## config.mk

```make
export PLATFORM = sky130hd
export DESIGN_NAME = key_conditioner_flat
export DESIGN_NICKNAME = d
export VERILOG_FILES = /design/src/rtl/key_pkg.sv /design/src/rtl/key_conditioner_if.sv /design/src/rtl/key_conditioner.sv /design/src/flat_wrapper.sv
export SDC_FILE = /design/constraint.sdc
export NUM_CORES = 1
export LEC_CHECK = 0
export BUFFER_PORTS_ARGS = -buffer_cell sky130_fd_sc_hd__buf_2
export CORE_ASPECT_RATIO = 0.75
export CORE_MARGIN = 3
export CORE_UTILIZATION = 30
export CTS_BUF_LIST = sky130_fd_sc_hd__clkbuf_4
export CTS_CLUSTER_DIAMETER = 200
export CTS_CLUSTER_SIZE = 16
export DETAILED_ROUTE_END_ITERATION = 16
export GPL_ROUTABILITY_DRIVEN = 0
export GPL_TIMING_DRIVEN = 0
export HOLD_SLACK_MARGIN = 0.05
export SLEW_MARGIN = 30
export SYNTH_ARGS = -nofsm -noshare
export SYNTH_HDL_FRONTEND = slang
export SYNTH_SLANG_ARGS = --single-unit
export TNS_END_PERCENT = 10
```

## constraint.sdc

```tcl
create_clock -name clk -period 2.4 [get_ports clk]
set_clock_uncertainty 0.15 [all_clocks]
set_input_delay 0 -clock clk [delete_from_list [all_inputs] [get_ports clk]]
set_output_delay 0 -clock clk [all_outputs]
set_load 0.05 [all_outputs]
```

## src/rtl/key_pkg.sv

```systemverilog
// Shared types and default timing for the per-key conditioner.
// The board controller top level reuses the defaults when it builds one conditioner per key.
package key_pkg;

  typedef enum logic [2:0] {
    IDLE,
    DB_PRESS,
    HELD,
    REPEAT,
    DB_RELEASE
  } key_state_t;

  localparam int KEY_DEBOUNCE_CYCLES = 4;
  localparam int KEY_REPEAT_DELAY    = 10;
  localparam int KEY_REPEAT_RATE     = 3;

  function automatic int max3(input int a, input int b, input int c);
    int m;
    m = (a > b) ? a : b;
    return (m > c) ? m : c;
  endfunction

endpackage

```

## src/rtl/key_conditioner_if.sv

```systemverilog
// Key level in, clean event pulses out. "release" is a reserved word in
// SystemVerilog, so the release pulse is carried as release_p.
interface key_conditioner_if;
  logic key_in;
  logic level;
  logic press;
  logic release_p;
  logic repeat_p;

  modport master (output key_in, input level, press, release_p, repeat_p);
  modport slave  (input key_in, output level, press, release_p, repeat_p);
endinterface

```

## src/rtl/key_conditioner.sv

```systemverilog
// Debounces one synchronized key level and emits single-cycle press, release
// and auto-repeat pulses. All outputs are registered.
module key_conditioner
  import key_pkg::*;
#(
  parameter int DEBOUNCE_CYCLES = KEY_DEBOUNCE_CYCLES,
  parameter int REPEAT_DELAY    = KEY_REPEAT_DELAY,
  parameter int REPEAT_RATE     = KEY_REPEAT_RATE,
  parameter int ACTIVE_LOW      = 0
) (
  input logic              clk,
  input logic              reset,
  key_conditioner_if.slave kif
);

  localparam int CNT_W = $clog2(max3(DEBOUNCE_CYCLES, REPEAT_DELAY, REPEAT_RATE) + 1);
  localparam logic [CNT_W-1:0] DB_LAST    = CNT_W'(DEBOUNCE_CYCLES - 1);
  localparam logic [CNT_W-1:0] DELAY_LAST = CNT_W'((REPEAT_DELAY == 0) ? 0 : REPEAT_DELAY - 1);
  localparam logic [CNT_W-1:0] RATE_LAST  = CNT_W'(REPEAT_RATE - 1);
  localparam logic [CNT_W-1:0] CNT_ONE    = CNT_W'(1);
  localparam logic [CNT_W-1:0] CNT_MAX    = '1;

  key_state_t       state_q, state_d;
  logic [CNT_W-1:0] cnt_q, cnt_d, cnt_inc;
  logic             level_q, level_d;
  logic             press_q, press_d;
  logic             release_q, release_d;
  logic             repeat_q, repeat_d;
  logic             raw;

  assign raw     = kif.key_in ^ (ACTIVE_LOW != 0);
  assign cnt_inc = (cnt_q == CNT_MAX) ? cnt_q : cnt_q + CNT_ONE;

  always_comb begin
    // NOTE: every variable gets a default before the case so no path leaves one unassigned (no latches).
    state_d   = state_q;
    cnt_d     = cnt_q;
    level_d   = level_q;
    press_d   = 1'b0;
    release_d = 1'b0;
    repeat_d  = 1'b0;
    case (state_q)
      IDLE: begin
        if (raw) begin
          if (DEBOUNCE_CYCLES == 1) begin
            state_d = HELD;
            cnt_d   = '0;
            level_d = 1'b1;
            press_d = 1'b1;
          end else begin
            state_d = DB_PRESS;
            cnt_d   = CNT_ONE;
          end
        end
      end
      DB_PRESS: begin
        if (!raw) begin
          state_d = IDLE;
          cnt_d   = '0;
        end else if (cnt_q == DB_LAST) begin
          state_d = HELD;
          cnt_d   = '0;
          level_d = 1'b1;
          press_d = 1'b1;
        end else begin
          cnt_d = cnt_inc;
        end
      end
      HELD: begin
        if (!raw) begin
          // A one-sample debounce accepts the release on the first low sample.
          if (DEBOUNCE_CYCLES == 1) begin
            state_d   = IDLE;
            cnt_d     = '0;
            level_d   = 1'b0;
            release_d = 1'b1;
          end else begin
            state_d = DB_RELEASE;
            cnt_d   = CNT_ONE;
          end
        end else if (REPEAT_DELAY != 0 && cnt_q == DELAY_LAST) begin
          state_d  = REPEAT;
          cnt_d    = '0;
          repeat_d = 1'b1;
        end else if (REPEAT_DELAY != 0) begin
          cnt_d = cnt_inc;
        end
      end
      REPEAT: begin
        if (!raw) begin
          if (DEBOUNCE_CYCLES == 1) begin
            state_d   = IDLE;
            cnt_d     = '0;
            level_d   = 1'b0;
            release_d = 1'b1;
          end else begin
            state_d = DB_RELEASE;
            cnt_d   = CNT_ONE;
          end
        end else if (cnt_q == RATE_LAST) begin
          cnt_d    = '0;
          repeat_d = 1'b1;
        end else begin
          cnt_d = cnt_inc;
        end
      end
      DB_RELEASE: begin
        // A bounce back to 1 restarts the full repeat delay, not the rate.
        if (raw) begin
          state_d = HELD;
          cnt_d   = '0;
        end else if (cnt_q == DB_LAST) begin
          state_d   = IDLE;
          cnt_d     = '0;
          level_d   = 1'b0;
          release_d = 1'b1;
        end else begin
          cnt_d = cnt_inc;
        end
      end
      default: begin
        state_d = IDLE;
        cnt_d   = '0;
        level_d = 1'b0;
      end
    endcase
  end

  always_ff @(posedge clk or negedge reset) begin
    if (!reset) begin
      state_q   <= IDLE;
      cnt_q     <= '0;
      level_q   <= 1'b0;
      press_q   <= 1'b0;
      release_q <= 1'b0;
      repeat_q  <= 1'b0;
    end else begin
      // NOTE: non-blocking so every register samples the same pre-edge values.
      state_q   <= state_d;
      cnt_q     <= cnt_d;
      level_q   <= level_d;
      press_q   <= press_d;
      release_q <= release_d;
      repeat_q  <= repeat_d;
    end
  end

  assign kif.level     = level_q;
  assign kif.press     = press_q;
  assign kif.release_p = release_q;
  assign kif.repeat_p  = repeat_q;

endmodule

```

## src/flat_wrapper.sv

```systemverilog
// flat-port wrapper written by rule: the top's interface ports become plain ports
module key_conditioner_flat import key_pkg::*;
#(
  parameter int DEBOUNCE_CYCLES = KEY_DEBOUNCE_CYCLES,
  parameter int REPEAT_DELAY    = KEY_REPEAT_DELAY,
  parameter int REPEAT_RATE     = KEY_REPEAT_RATE,
  parameter int ACTIVE_LOW      = 0
)
  (clk, reset, kif_key_in, kif_level, kif_press, kif_release_p, kif_repeat_p);
  key_conditioner_if kif_i ();
  input logic clk;
  input logic reset;
  input wire logic [$bits(kif_i.key_in)-1:0] kif_key_in;
  output wire logic [$bits(kif_i.level)-1:0] kif_level;
  output wire logic [$bits(kif_i.press)-1:0] kif_press;
  output wire logic [$bits(kif_i.release_p)-1:0] kif_release_p;
  output wire logic [$bits(kif_i.repeat_p)-1:0] kif_repeat_p;
  assign kif_i.key_in = kif_key_in;
  assign kif_level = kif_i.level;
  assign kif_press = kif_i.press;
  assign kif_release_p = kif_i.release_p;
  assign kif_repeat_p = kif_i.repeat_p;
  key_conditioner #(.DEBOUNCE_CYCLES(DEBOUNCE_CYCLES), .REPEAT_DELAY(REPEAT_DELAY), .REPEAT_RATE(REPEAT_RATE), .ACTIVE_LOW(ACTIVE_LOW)) u_core (.clk(clk), .reset(reset), .kif(kif_i));
endmodule
```

Word-level counts from Yosys, hierarchy flattened
Index checks and enable logic that the tools add are counted.
- output and inout bits: 4
- register bits: 11
- input port bits: 3
- word-level logic and storage cells: 63
- bitwise operators: 1
- equality and inequality tests: 17
- reduce and logical (&&, ||, !) cells: 4
- multiplexer cells: 34
- add/subtract/negate cells: 1
- operators by type and width (kind ; count):
    $mux W4 ; 9
    $mux W3 ; 8
    $pmux W4 S5 ; 1
    $pmux W3 S5 ; 1
    $mux W1 ; 13
    $reduce_and A5 Y1 ; 2
    $ne A3 B2 Y1 const B ; 3
    $eq A4 B2 Y1 const B ; 2
    $eq A4 B4 Y1 const B ; 2
    $ne A2 B2 Y1 const B ; 4
    $eq A3 B2 Y1 const B ; 2
    $add A4 B1 Y4 const B ; 1
    $ne A2 B1 Y1 const B ; 2
    $eq A3 B1 Y1 const B ; 1
    $eq A3 B3 Y1 const B ; 1
    $logic_not A3 Y1 ; 1
    $pmux W1 S3 ; 1
    $reduce_or A3 Y1 ; 1
    $pmux W1 S2 ; 1
    $not A1 Y1 ; 1

Logic depth before layout (Yosys ltp)
Gate-level depths: netlist of run 1.
- depth after elaboration: 5
- depth in mapped cells: 7
- depth with buffers taken out: 7

Worst setup path after synthesis of run 1
OpenSTA, ideal clock, no wires.
- path type: register to register
- start point: reg u_core.state_q[1]
- end point: reg u_core.cnt_q[0]
- clock period less this slack: 1.712 ns
- path slack: 0.688 ns
- data arrival time: 1.416 ns
- cell stages (with the launch flop): 6
- required time: 2.104 ns
- cells stage by stage: dfrtp_1 > buf_2 > or4_1 > clkbuf_1 > o21ai_0 > o311ai_0
- word-level cells in the longest chain between the ends: 2
- elaborated cells on any way between the ends: 7
- those cells by class: eq/ne (5); mux (1); reduce/logical (1)
- RTL lines (item ; RTL line ; RTL):
    start: declaration ; key_conditioner.sv:23 ; key_state_t state_q, state_d;
    start signal: assignment ; key_conditioner.sv:139 ; state_q <= state_d;
    $eq A3 B3 Y1 (tied with other cells) ; key_conditioner.sv:42 ; case (state_q)
    $pmux W4 S5 / $ne A2 B2 Y1 (equally long branches) ; n/a ;
    end signal: assignment ; key_conditioner.sv:140 ; cnt_q <= cnt_d;
    end: declaration ; key_conditioner.sv:24 ; logic [CNT_W-1:0] cnt_q, cnt_d, cnt_inc;
Parallel ways exist; a longest one is shown, timed or not.
A chain may end at the register's enable or synchronous reset.

Worst setup path after layout of run 1
- start point: reg u_core.cnt_q[0]
- end point: reg u_core.cnt_q[1]
- word-level cells in the longest chain between the ends: 5
- elaborated cells on any way between the ends: 14
- those cells by class: add/sub (1); eq/ne (4); mux (9)
- RTL lines (item ; RTL line ; RTL):
    $add A4 B1 Y4 / $eq A4 B4 Y1 (equally long branches) ; key_conditioner.sv:32 ; assign cnt_inc = (cnt_q == CNT_MAX) ? cnt_q : cnt_q + CNT_ONE;
    $mux W4 ; key_conditioner.sv:32 ;
    $mux W4, on equally long branches (2 in a row) ; n/a ;
    $pmux W4 S5 * ; key_conditioner.sv:42 ;
Every way passes the cells marked *; elsewhere a longest branch is shown, timed or not.

==> results of run 1 <==
==> final cells by class <==
| cell class | instances | share of cell area, % |
|---|---|---|
| Multi-Input combinational cell | 56 | 45.8 |
| Tap cell | 32 | 4.73 |
| Inverter | 4 | 1.77 |
| Clock buffer | 4 | 3.55 |
| Sequential cell | 11 | 32.5 |
| Timing Repair Buffer | 9 | 7.09 |
| Buffer | 6 | 4.58 |
==> state kept, by name (all words and copies together) (netlist names) <==
register	flops
u_core.cnt_q	4
u_core.kif.level	1
u_core.kif.press	1
u_core.kif.release_p	1
u_core.kif.repeat_p	1
u_core.state_q	3
==> kinds of logic after synthesis <==
logic type / after synthesis / synth area share [%]
XOR/XNOR: 1 / 1.22
flip-flops: 11 / 38.4
multiplexers: 1 / 1.57
AO/OA/AOI/OAI: 22 / 20.9
adder cells (fa/ha/maj): 3 / 5.24
buffers and inverters: 10 / 7.50
AND/OR/NAND/NOR: 29 / 25.1
==> routing by layer <==
| metal | vias up | GRT usage [%] |
|---|---|---|
| met3 | 2 | 4.86 |
| met1 | 294 | 15.2 |
| met5 | - | 0 |
| met4 | 0 | 3.30 |
| li1 | 309 | - |
| met2 | 11 | 16.3 |
==> metrics by stage <==
stage,utilization (%),std cells,power (W),hold slack (ns)
after floorplan,-,77,0.000482,-0.446
after global placement,36.8,115,0.000541,-0.265
after detailed placement,36.8,115,0.000544,-0.258
after CTS,39.6,122,0.000693,0.409
after global routing,39.6,122,0.000741,0.467
final,39.6,122,0.000689,0.399
==> placed cells by master, fill, tap and decap left out, drive strengths merged, types with 2 or more instances in the layout <==
cell type and n:
a21oi 6, buf 9, clkbuf 7, dfrtp 11
dlygate4sd3 3, ha 3, inv 4, nand2 3
nand3 2, nand3b 3, nor2 8, nor3 2
nor3b 2, o21ai 4, o22ai 3, or3b 2
==> timing repair <==
action                                 CTS  global route
hold buffers                             3             0
endpoints found under the hold margin   16             0
resized for setup                        0             0
==> worst max path at each step <==
stage	from	end	cells past startpoint
after global routing	u_core.cnt_q[0]	u_core.cnt_q[1]	7
after CTS	u_core.cnt_q[0]	u_core.cnt_q[1]	7
after global placement	u_core.cnt_q[0]	u_core.cnt_q[1]	7
after floorplan	u_core.state_q[1]	u_core.cnt_q[0]	5
after detailed placement	u_core.cnt_q[0]	u_core.cnt_q[1]	7
final	u_core.cnt_q[0]	u_core.cnt_q[1]	7
==> power by group through the flow <==
stage,clock network (W),registers [W],logic (W)
5_1_grt,0.000152,0.000264,0.000325
4_1_cts,0.000146,0.000255,0.000292
2_1_floorplan,0,0.000269,0.000213
6_report,0.000139,0.000256,0.000294
3_5_place_dp,0,0.000259,0.000286
3_3_place_gp,0,0.000258,0.000284
==> synthesized netlist by cell type, drive strengths merged (2+ instances only) <==
library cell	count
a21oi	6
buf	3
clkbuf	3
dfrtp	11
ha	3
inv	4
nand2	3
nand3	2
nand3b	3
nor2	8
nor3	2
nor3b	2
o21ai	4
o22ai	3
or3b	2
==> critical path, delay by kind of cell, from the launching register on <==
family,cells,cell delay (ns)
AOI/OAI and AO/OA,4,0.76
DFF,1,0.44
adders and majority gates,1,0.14
buffers and inverters,1,0.11
and+or+nand+nor,1,0.28
==> run metrics, run 1 <==
status=finished, final reports clean; Post-Route Setup TNS=0 ns; crit-path cells=inv_1 > ha_1 > nor3b_1 > o22ai_1 > a21oi_1 > o21ai_0 > o2bb2ai_1; switching pwr=0.000267 W; Slew HR=64.4%; Leakage=0.384 nW; Bufs on Longest Clock Path=2; library cells used by synthesis=36; pin count of the biggest net entering global routing=12; Post-Syn Area=717 um2; Post-synth EDFFs=0; Synth top area share=38.4%; Post-CTS Setup Inserts=0; Slew @ Worst Pin=0.532 ns; Main synth FF type=dfrtp_1; Crit. End Element=register; Chip Height=48.3 um; Routed met1 length=820 um; MaxCap Viol Count=0; flops & latches, synth=11; flop2flop setup slack=0.39 ns; total gr overflow=0; initial DRC count=16; ANT nets after route=0; unrepaired setup endpoints after global routing=false; reg-to-reg endpoint=u_core.cnt_q[1]; number of H-tree levels=1; final wirelength=1.55 mm; area of the multi-input gates=388 um2; Die X=62.5 um; sw frac=38.8%; proportion of layout cells with a drive suffix above 1=21.1%; area post-placement=787 um2; # rows=14; hold violation count in the final report=0; Die ar.=0.00302 mm2; Peak VDD IR=341 uV; Fillers=221; Critical R2R Launch=u_core.cnt_q[0]; Setup Slack @ Placement=0.447 ns; Mapped Cells=77; Mapped Nets=83; Avg WL per Cell=12.7 um; Hold Path End=u_core.kif.level; routed wl met3=64 um; clock sinks=11; clock share of power=20.1%; antenna violations before repair=0; final setup violation count=0; Reg power frac=37.2%; syn avg cell area=9.31 um2; synth warn=0; Antenna Cells=0; total internal power=0.000422 W; Skew-Pair Late Insertion Delay=0.27 ns; min-delay src=u_core.kif.level; DRC viols=0; vias per cell=5.05; Worst setup SP type=register; share of the yosys chip area belonging to registers=38.4%; Reg area=275 um2; Tmin final=2.01 ns; Logic pwr share=42.7%; Hold Path Depth=2; First-pass DRT Iterations=4; Met2 Routed Length=650 um; global-route wire length before repair=2.65 mm; worst setup path class=register to register; Clk pin slew, worst setup/hold paths=0.07 ns; CTS Buf Count=3; leading area contributor after synthesis=dfrtp_1; Final HPWL DP=1.10 mm; crit-path max cell delay=0.44 ns; Max Freq=0.498 GHz; Crit-path slowest cell=dfrtp_1; critical path peak fanout=6; setup ws final=0.393 ns; GRT Total Usage=11.3%; max-slew violation count=0; Area contributors post-synth=dfrtp_1 38%, ha_1 5.2%, nor2_1 4.2%; core footprint=0.00214 mm2; final instance area=847 um2; Layout area overhead=18.1%; Clock Root Buffer=clkbuf_4; TritonCTS clock tree=yes; Tightest Hold Check Type=register to register; fin nets=97; IO Pins=7; reg2reg path depth=7; IO Port Bufs=6; Worst EP arrival=2.00 ns; Vias=616; crit share post-route=83.6%; Top Metal Used=met4; Req. time, crit path=2.40 ns; Synth async-reset ratio=100%; Initial Utilization=33.5%; Cell Pwr Density=814 mW/mm2; vias in the first global route=572
(Power assumes the default switching activity.)
==> run 2: changes to the inputs <==
--- a/config.mk
+++ b/config.mk
@@ -5,6 +5,7 @@
 export SDC_FILE = /design/constraint.sdc
 export NUM_CORES = 1
 export LEC_CHECK = 0
+export ABC_AREA = 1
 export BUFFER_PORTS_ARGS = -buffer_cell sky130_fd_sc_hd__buf_2
 export CORE_ASPECT_RATIO = 0.75
 export CORE_MARGIN = 3
==> constraint.sdc (replaced) <==
create_clock -name clk -period 2.1 [get_ports clk]
set_clock_uncertainty 0.15 [all_clocks]
set_input_delay 0 -clock clk [delete_from_list [all_inputs] [get_ports clk]]
set_output_delay 0 -clock clk [all_outputs]
set_load 0.05 [all_outputs]
==> run metrics, run 2 <==
flops & latches, synth=11 (unchanged); # rows=14 (unchanged); Skew-Pair Late Insertion Delay=0.28 ns (about the same); IO Pins=7 (unchanged); Crit-path slowest cell=dfrtp_1; Leakage=0.445 nW (+16%); antenna violations before repair=0 (unchanged); crit-path max cell delay=0.44 ns (about the same); Avg WL per Cell=11.0 um (-14%); Worst EP arrival=1.59 ns (-0.41 ns); max-slew violation count=0 (unchanged); worst setup path class=register to register; Largest register FFs=4 (unchanged); Mapped Nets=109 (+31%); number of H-tree levels=1 (unchanged); Top reg by flops=u_core.cnt_q; syn avg cell area=7.15 um2 (-23%); First-pass DRT Iterations=4 (unchanged); Tightest Hold Check Type=register to register; top cells by count, synth=28 x nand2_1, 12 x inv_1, 11 x dfrtp_1, 11 x o21ai_0, 8 x nor2_1; Main synth FF type=dfrtp_1; crit-path cells=inv_1 > ha_1 > nand2_1 > nand2_1 > inv_1 > a2111oi_0; TritonCTS clock tree=yes; core footprint=0.00215 mm2 (+0.82%); Post-synth EDFFs=0 (unchanged); Post-CTS Setup Inserts=0 (unchanged); Initial Utilization=34.2% (+0.66 points); total internal power=0.000543 W (+29%); synth warn=0 (unchanged); commonest non-fill, non-tap cell in the layout=nand2_1; library cells used by synthesis=22 (-39%); Worst setup SP type=register; final setup violation count=0 (unchanged); Die ar.=0.00309 mm2 (+2.5%); critical path peak fanout=5 (-1); post-layout util=40.2% (+0.61 points); Clk pin slew, worst setup/hold paths=0.08 ns (about the same); pin count of the biggest net entering global routing=12 (unchanged); commonest non-fill, non-tap cells in the layout=28 x nand2_1, 12 x inv_1, 11 x o21ai_0, 11 x dfrtp_1, 8 x nor2_1; ANT nets after route=0 (unchanged); MaxCap Viol Count=0 (unchanged); Mapped Cells=103 (+34%); unrepaired setup endpoints after global routing=false; status=finished, final reports clean; Layout area overhead=17.7%; Vias=702 (+14%); switching pwr=0.000528 W (+98%); top-count cell post-synth=nand2_1; Crit. End Element=register; Synth top area share=37.4% (-1.0 points); GRT Total Usage=11.6% (+0.37 points); Reg power frac=31.8% (-5.4 points); Synth async-reset ratio=100% (unchanged); Tmin final=1.63 ns (-0.380 ns); leading area contributor after synthesis=dfrtp_1; Final HPWL DP=1.26 mm (+14%); vias in the first global route=641 (+12%); Cell Pwr Density=1240 mW/mm2 (+52%); vias per cell=4.74 (-6.1%); Max Freq=0.615 GHz (+23%); final instance area=867 um2 (+2.4%); fin nets=123 (+27%); Area contributors post-synth=dfrtp_1 37%, nand2_1 14%, o21ai_0 7.5%; initial DRC count=15 (-1); final wirelength=1.62 mm (+4.6%); crit share post-route=77.4% (-6.2 points); total gr overflow=0 (unchanged); proportion of layout cells with a drive suffix above 1=19.0% (-2.1 points); Logic pwr share=52.6% (+9.9 points); Antenna Cells=0 (unchanged); biggest regs=u_core.cnt_q x4, u_core.state_q x3; Slew HR=64.5% (about the same); clock share of power=15.6% (-4.5 points); Req. time, crit path=2.07 ns (-0.33 ns); IO Port Bufs=6 (unchanged); sw frac=49.3% (+11 points); hold violation count in the final report=0 (unchanged); Slew @ Worst Pin=0.531 ns (-0.000764 ns); Chip Height=48.9 um (+1.2%); clock sinks=11 (unchanged); Bufs on Longest Clock Path=2 (unchanged); CTS Buf Count=3 (unchanged); Die X=63.2 um (+1.2%); DRC viols=0 (unchanged); Post-Route Setup TNS=0 ns (unchanged); Peak VDD IR=413 uV (+21%); Fillers=231 (+4.5%); share of the yosys chip area belonging to registers=37.4% (-1.0 points); Post-Syn Area=737 um2 (+2.8%); Clock Root Buffer=clkbuf_4; area post-placement=807 um2 (+2.5%); global-route wire length before repair=2.83 mm (+6.8%)
-- run 2: cells by family (layout without fill, tap and decap cells) --
group | after synthesis | count (layout) | share of synthesized area, %
simple gates | 51 | 51 | 31.4
compound gates | 21 | 21 | 16.6
buf+inv | 16 | 29 | 8.32
flops | 11 | 11 | 37.4
fa+ha+maj | 3 | 3 | 5.09
xor+xnor | 1 | 1 | 1.19
-- run 2: timing repair --
item                                    CTS  global route
resized for setup                         0             0
endpoints found under the hold margin    20             0
endpoints found under the setup margin    0             0
hold buffers                              3             0
-- run 2: path summary, 6_finish.rpt --
kind / start / cells after the start / slack, ns / to
worst max-delay path: u_core.cnt_q[0] / 6 / 0.47 / u_core.kif.repeat_p
worst min-delay path: u_core.kif.level / 2 / 0.39 / u_core.kif.level
worst max register to register: u_core.cnt_q[0] / 6 / 0.47 / u_core.kif.repeat_p
worst min register to register: u_core.kif.level / 2 / 0.39 / u_core.kif.level
max in group asynchronous: reset / 3 / 0.84 / u_core.kif.release_p
min in group asynchronous: reset / 3 / 0.60 / u_core.cnt_q[1]
-- run 2: per-stage QoR --
stage | total power, W | cells | worst slack, ns | hold WS, ns
2_1_floorplan | 0.000780 | 103 | 0.644 | -0.446
3_3_place_gp | 0.000893 | 141 | 0.492 | -0.263
3_5_place_dp | 0.000904 | 141 | 0.519 | -0.257
4_1_cts | 0.00108 | 148 | 0.497 | 0.383
5_1_grt | 0.00118 | 148 | 0.308 | 0.445
6_report | 0.00107 | 148 | 0.474 | 0.387
-- run 2: area by class of cell --
class	count	area, um2	share of cell area [%]
buffer	1	5.00	0.577
clock buffer	4	30.0	3.46
inverter	15	56.3	6.49
multi-input combinational	76	400	46.2
sequential	11	275	31.7
tap	32	40.0	4.62
timing repair buffer	9	60.1	6.93
-- run 2: layer usage --
metal	share of wire, %	vias to the layer above	GRT usage, %
li1	-	365	-
met1	55	316	16.4
met2	39	19	16.3
met3	5.6	2	3.92
met4	0.99	0	4.30
met5	0	-	0
-- run 2: power by group through the flow --
| stage | Sequential [W] | Clock, W | Combinational, W |
|---|---|---|---|
| global route | 0.000350 | 0.000184 | 0.000649 |
| global placement | 0.000340 | 0 | 0.000553 |
| CTS | 0.000338 | 0.000175 | 0.000568 |
| finish | 0.000341 | 0.000167 | 0.000564 |
| floorplan | 0.000374 | 0 | 0.000406 |
| detailed placement | 0.000343 | 0 | 0.000561 |
-- run 2: worst max-delay path, delay by kind of cell (launching register included) --
kind	cells	cell delay, ns
compound gates	1	0.40
fa+ha+maj	1	0.15
buf+inv	2	0.19
flops	1	0.44
simple gates	2	0.13
==> run 3: changes to the inputs <==
==> constraint.sdc (replaced) <==
create_clock -name clk -period 1.45 [get_ports clk]
set_clock_uncertainty 0.15 [all_clocks]
set_input_delay 0 -clock clk [delete_from_list [all_inputs] [get_ports clk]]
set_output_delay 0 -clock clk [all_outputs]
set_load 0.05 [all_outputs]
==> run metrics, run 3 (synthesis gave the netlist of run 2 again) <==
met1 Resource Use GR=18.0% (+1.7 points); DRC viols=0 (unchanged); crit-path cells=inv_2 > ha_4 > nand3_1 > nand2_1 > nand2_1 > nand2_2 > o21ai_0 > nand2_1 > o21ai_0; number of H-tree levels=1 (unchanged); Slew @ Worst Pin=0.319 ns (-0.212 ns); final wirelength=1.80 mm (+11%); MaxCap Viol Count=0 (unchanged); Skew-Pair Late Insertion Delay=0.27 ns (about the same); Die X=63.2 um (unchanged); final setup violation count=6 (+6); commonest non-fill, non-tap cells in the layout=17 x nand2_1, 12 x nand2_2, 9 x o21ai_0, 8 x inv_1, 7 x buf_2; IO Port Bufs=6 (unchanged); critical path peak fanout=4 (-1); Final HPWL DP=1.29 mm (+2.6%); pin count of the biggest net entering global routing=12 (unchanged); TritonCTS clock tree=yes; max-slew violation count=0 (unchanged); Worst setup SP type=register; Bufs on Longest Clock Path=2 (unchanged); Vias=734 (+4.6%); failing checks=negative setup slack; unrepaired setup endpoints after global routing=true; commonest non-fill, non-tap cell in the layout=nand2_1; Fillers=213 (-7.8%); switching pwr=0.000882 W (+67%); ANT nets after route=0 (unchanged); setup ws final=-0.0845 ns (-0.558 ns); biggest regs=u_core.cnt_q x4, u_core.state_q x3; worst setup path class=register to register; Largest register FFs=4 (unchanged); Post-Route Setup TNS=-0.290 ns (-0.290 ns); status=finished with violations; Req. time, crit path=1.44 ns (-0.63 ns); sw frac=49.2% (about the same); vias in the first global route=654 (+2.0%); Crit. End Element=register; clock share of power=13.0% (-2.6 points); hold violation count in the final report=0 (unchanged); Setup Slack @ Placement=-0.150 ns (-0.669 ns); Cell Pwr Density=1780 mW/mm2 (+44%); Max Freq=0.652 GHz (+6.0%); proportion of layout cells with a drive suffix above 1=47.1% (+28 points); Layout area overhead=36.5%; Die ar.=0.00309 mm2 (unchanged); global-route wire length before repair=2.97 mm (+5.1%); Crit-path slowest cell=dfrtp_2; Logic pwr share=57.1% (+4.5 points); Avg WL per Cell=11.9 um (+8.4%); Antenna Cells=0 (unchanged); total internal power=0.000909 W (+67%); fin nets=126 (+2.4%); GRT Total Usage=12.3% (+0.68 points); crit share post-route=106% (+28 points); Tightest Hold Check Type=primary input to asynchronous set/reset pin; Slew HR=78.7% (+14 points); First-pass DRT Iterations=4 (unchanged); antenna violations before repair=0 (unchanged); grt peak-use layer=met1; Clock Root Buffer=clkbuf_4; vias per cell=4.86 (+2.5%); # rows=14 (unchanged); Initial Utilization=34.2% (unchanged); met2 Track Usage GR=15.4% (-0.88 points); met3 usage=4.15% (+0.23 points); CTS Buf Count=3 (unchanged); total gr overflow=0 (unchanged); Leakage=0.470 nW (+5.7%); Top reg by flops=u_core.cnt_q; Worst EP arrival=1.53 ns (-0.06 ns); Reg power frac=29.9% (-1.9 points); reg2reg path depth=9 (+3); Chip Height=48.9 um (unchanged); initial DRC count=19 (+4); Peak VDD IR=727 uV (+76%); IO Pins=7 (unchanged); clock sinks=11 (unchanged); Tmin final=1.53 ns (-0.0919 ns); post-layout util=46.7% (+6.4 points); core footprint=0.00215 mm2 (unchanged); crit-path max cell delay=0.45 ns (about the same); CP most frequent cell=nand2_1; Clk pin slew, worst setup/hold paths=0.08 ns (about the same)
## run 3: changes by cell type in the layout (fill, tap and decap cells not counted), sizes merged
cell | previous run | this run
buf | 7 | 11
dlygate4sd3 | 3 | 2
## run 3: cell type report
cell class | count | area [um2] | area share, %
buffer | 1 | 7.51 | 0.746
clock buffer | 4 | 30.0 | 2.99
inverter | 15 | 58.8 | 5.85
multi-input combinational | 76 | 509 | 50.6
sequential | 11 | 283 | 28.1
tap | 32 | 40.0 | 3.98
timing repair buffer | 12 | 77.6 | 7.71
## run 3: repair_timing
action                                 in CTS  in global routing
endpoints found under the hold margin      19                  0
buffers inserted                            1                  2
hold buffers                                3                  0
gates resized for setup                     6                 37
pin swaps                                   1                  9
setup endpoints to repair                   7                 16
## run 3: power groups by stage
stage	Combinational (W)	Sequential, W	Clock (W)
3_3_place_gp	0.000803	0.000495	0
5_1_grt	0.00116	0.000550	0.000265
4_1_cts	0.000853	0.000493	0.000246
2_1_floorplan	0.000590	0.000542	0
6_report	0.00102	0.000536	0.000233
3_5_place_dp	0.000816	0.000497	0
## run 3: final timing paths
check,startpoint,to,slack [ns]
worst max-delay path,u_core.cnt_q[1],u_core.cnt_q[2],-0.08
worst min-delay path,reset,u_core.cnt_q[1],0.07
worst max register to register,u_core.cnt_q[1],u_core.cnt_q[2],-0.08
worst min register to register,u_core.kif.level,u_core.kif.level,0.36
max in group asynchronous,reset,u_core.cnt_q[3],0.84
min in group clk,u_core.kif.level,u_core.kif.level,0.36
## run 3: through the flow
step	power (W)	hold WS, ns	instance area (um2)	instances
floorplan	0.00113	-0.446	739	103
global placement	0.00130	-0.257	810	141
detailed placement	0.00131	-0.257	810	141
CTS	0.00159	0.377	891	149
global route	0.00197	0.106	1010	151
finish	0.00179	0.0720	1010	151
## run 3: critical path, delay by kind of cell, from the launching register on
kind,cells,cell delay (ns)
AO/OA/AOI/OAI,2,0.18
AND/OR/NAND/NOR,5,0.41
flip-flops,1,0.45
buffers and inverters,1,0.09
adder cells (fa/ha/maj),1,0.13
## run 3: layer usage
metal / vias to the layer above / wire (um)
met3: 4 / 88
met5: - / 0
met1: 339 / 931
met2: 19 / 743
li1: 372 / -
met4: 0 / 31
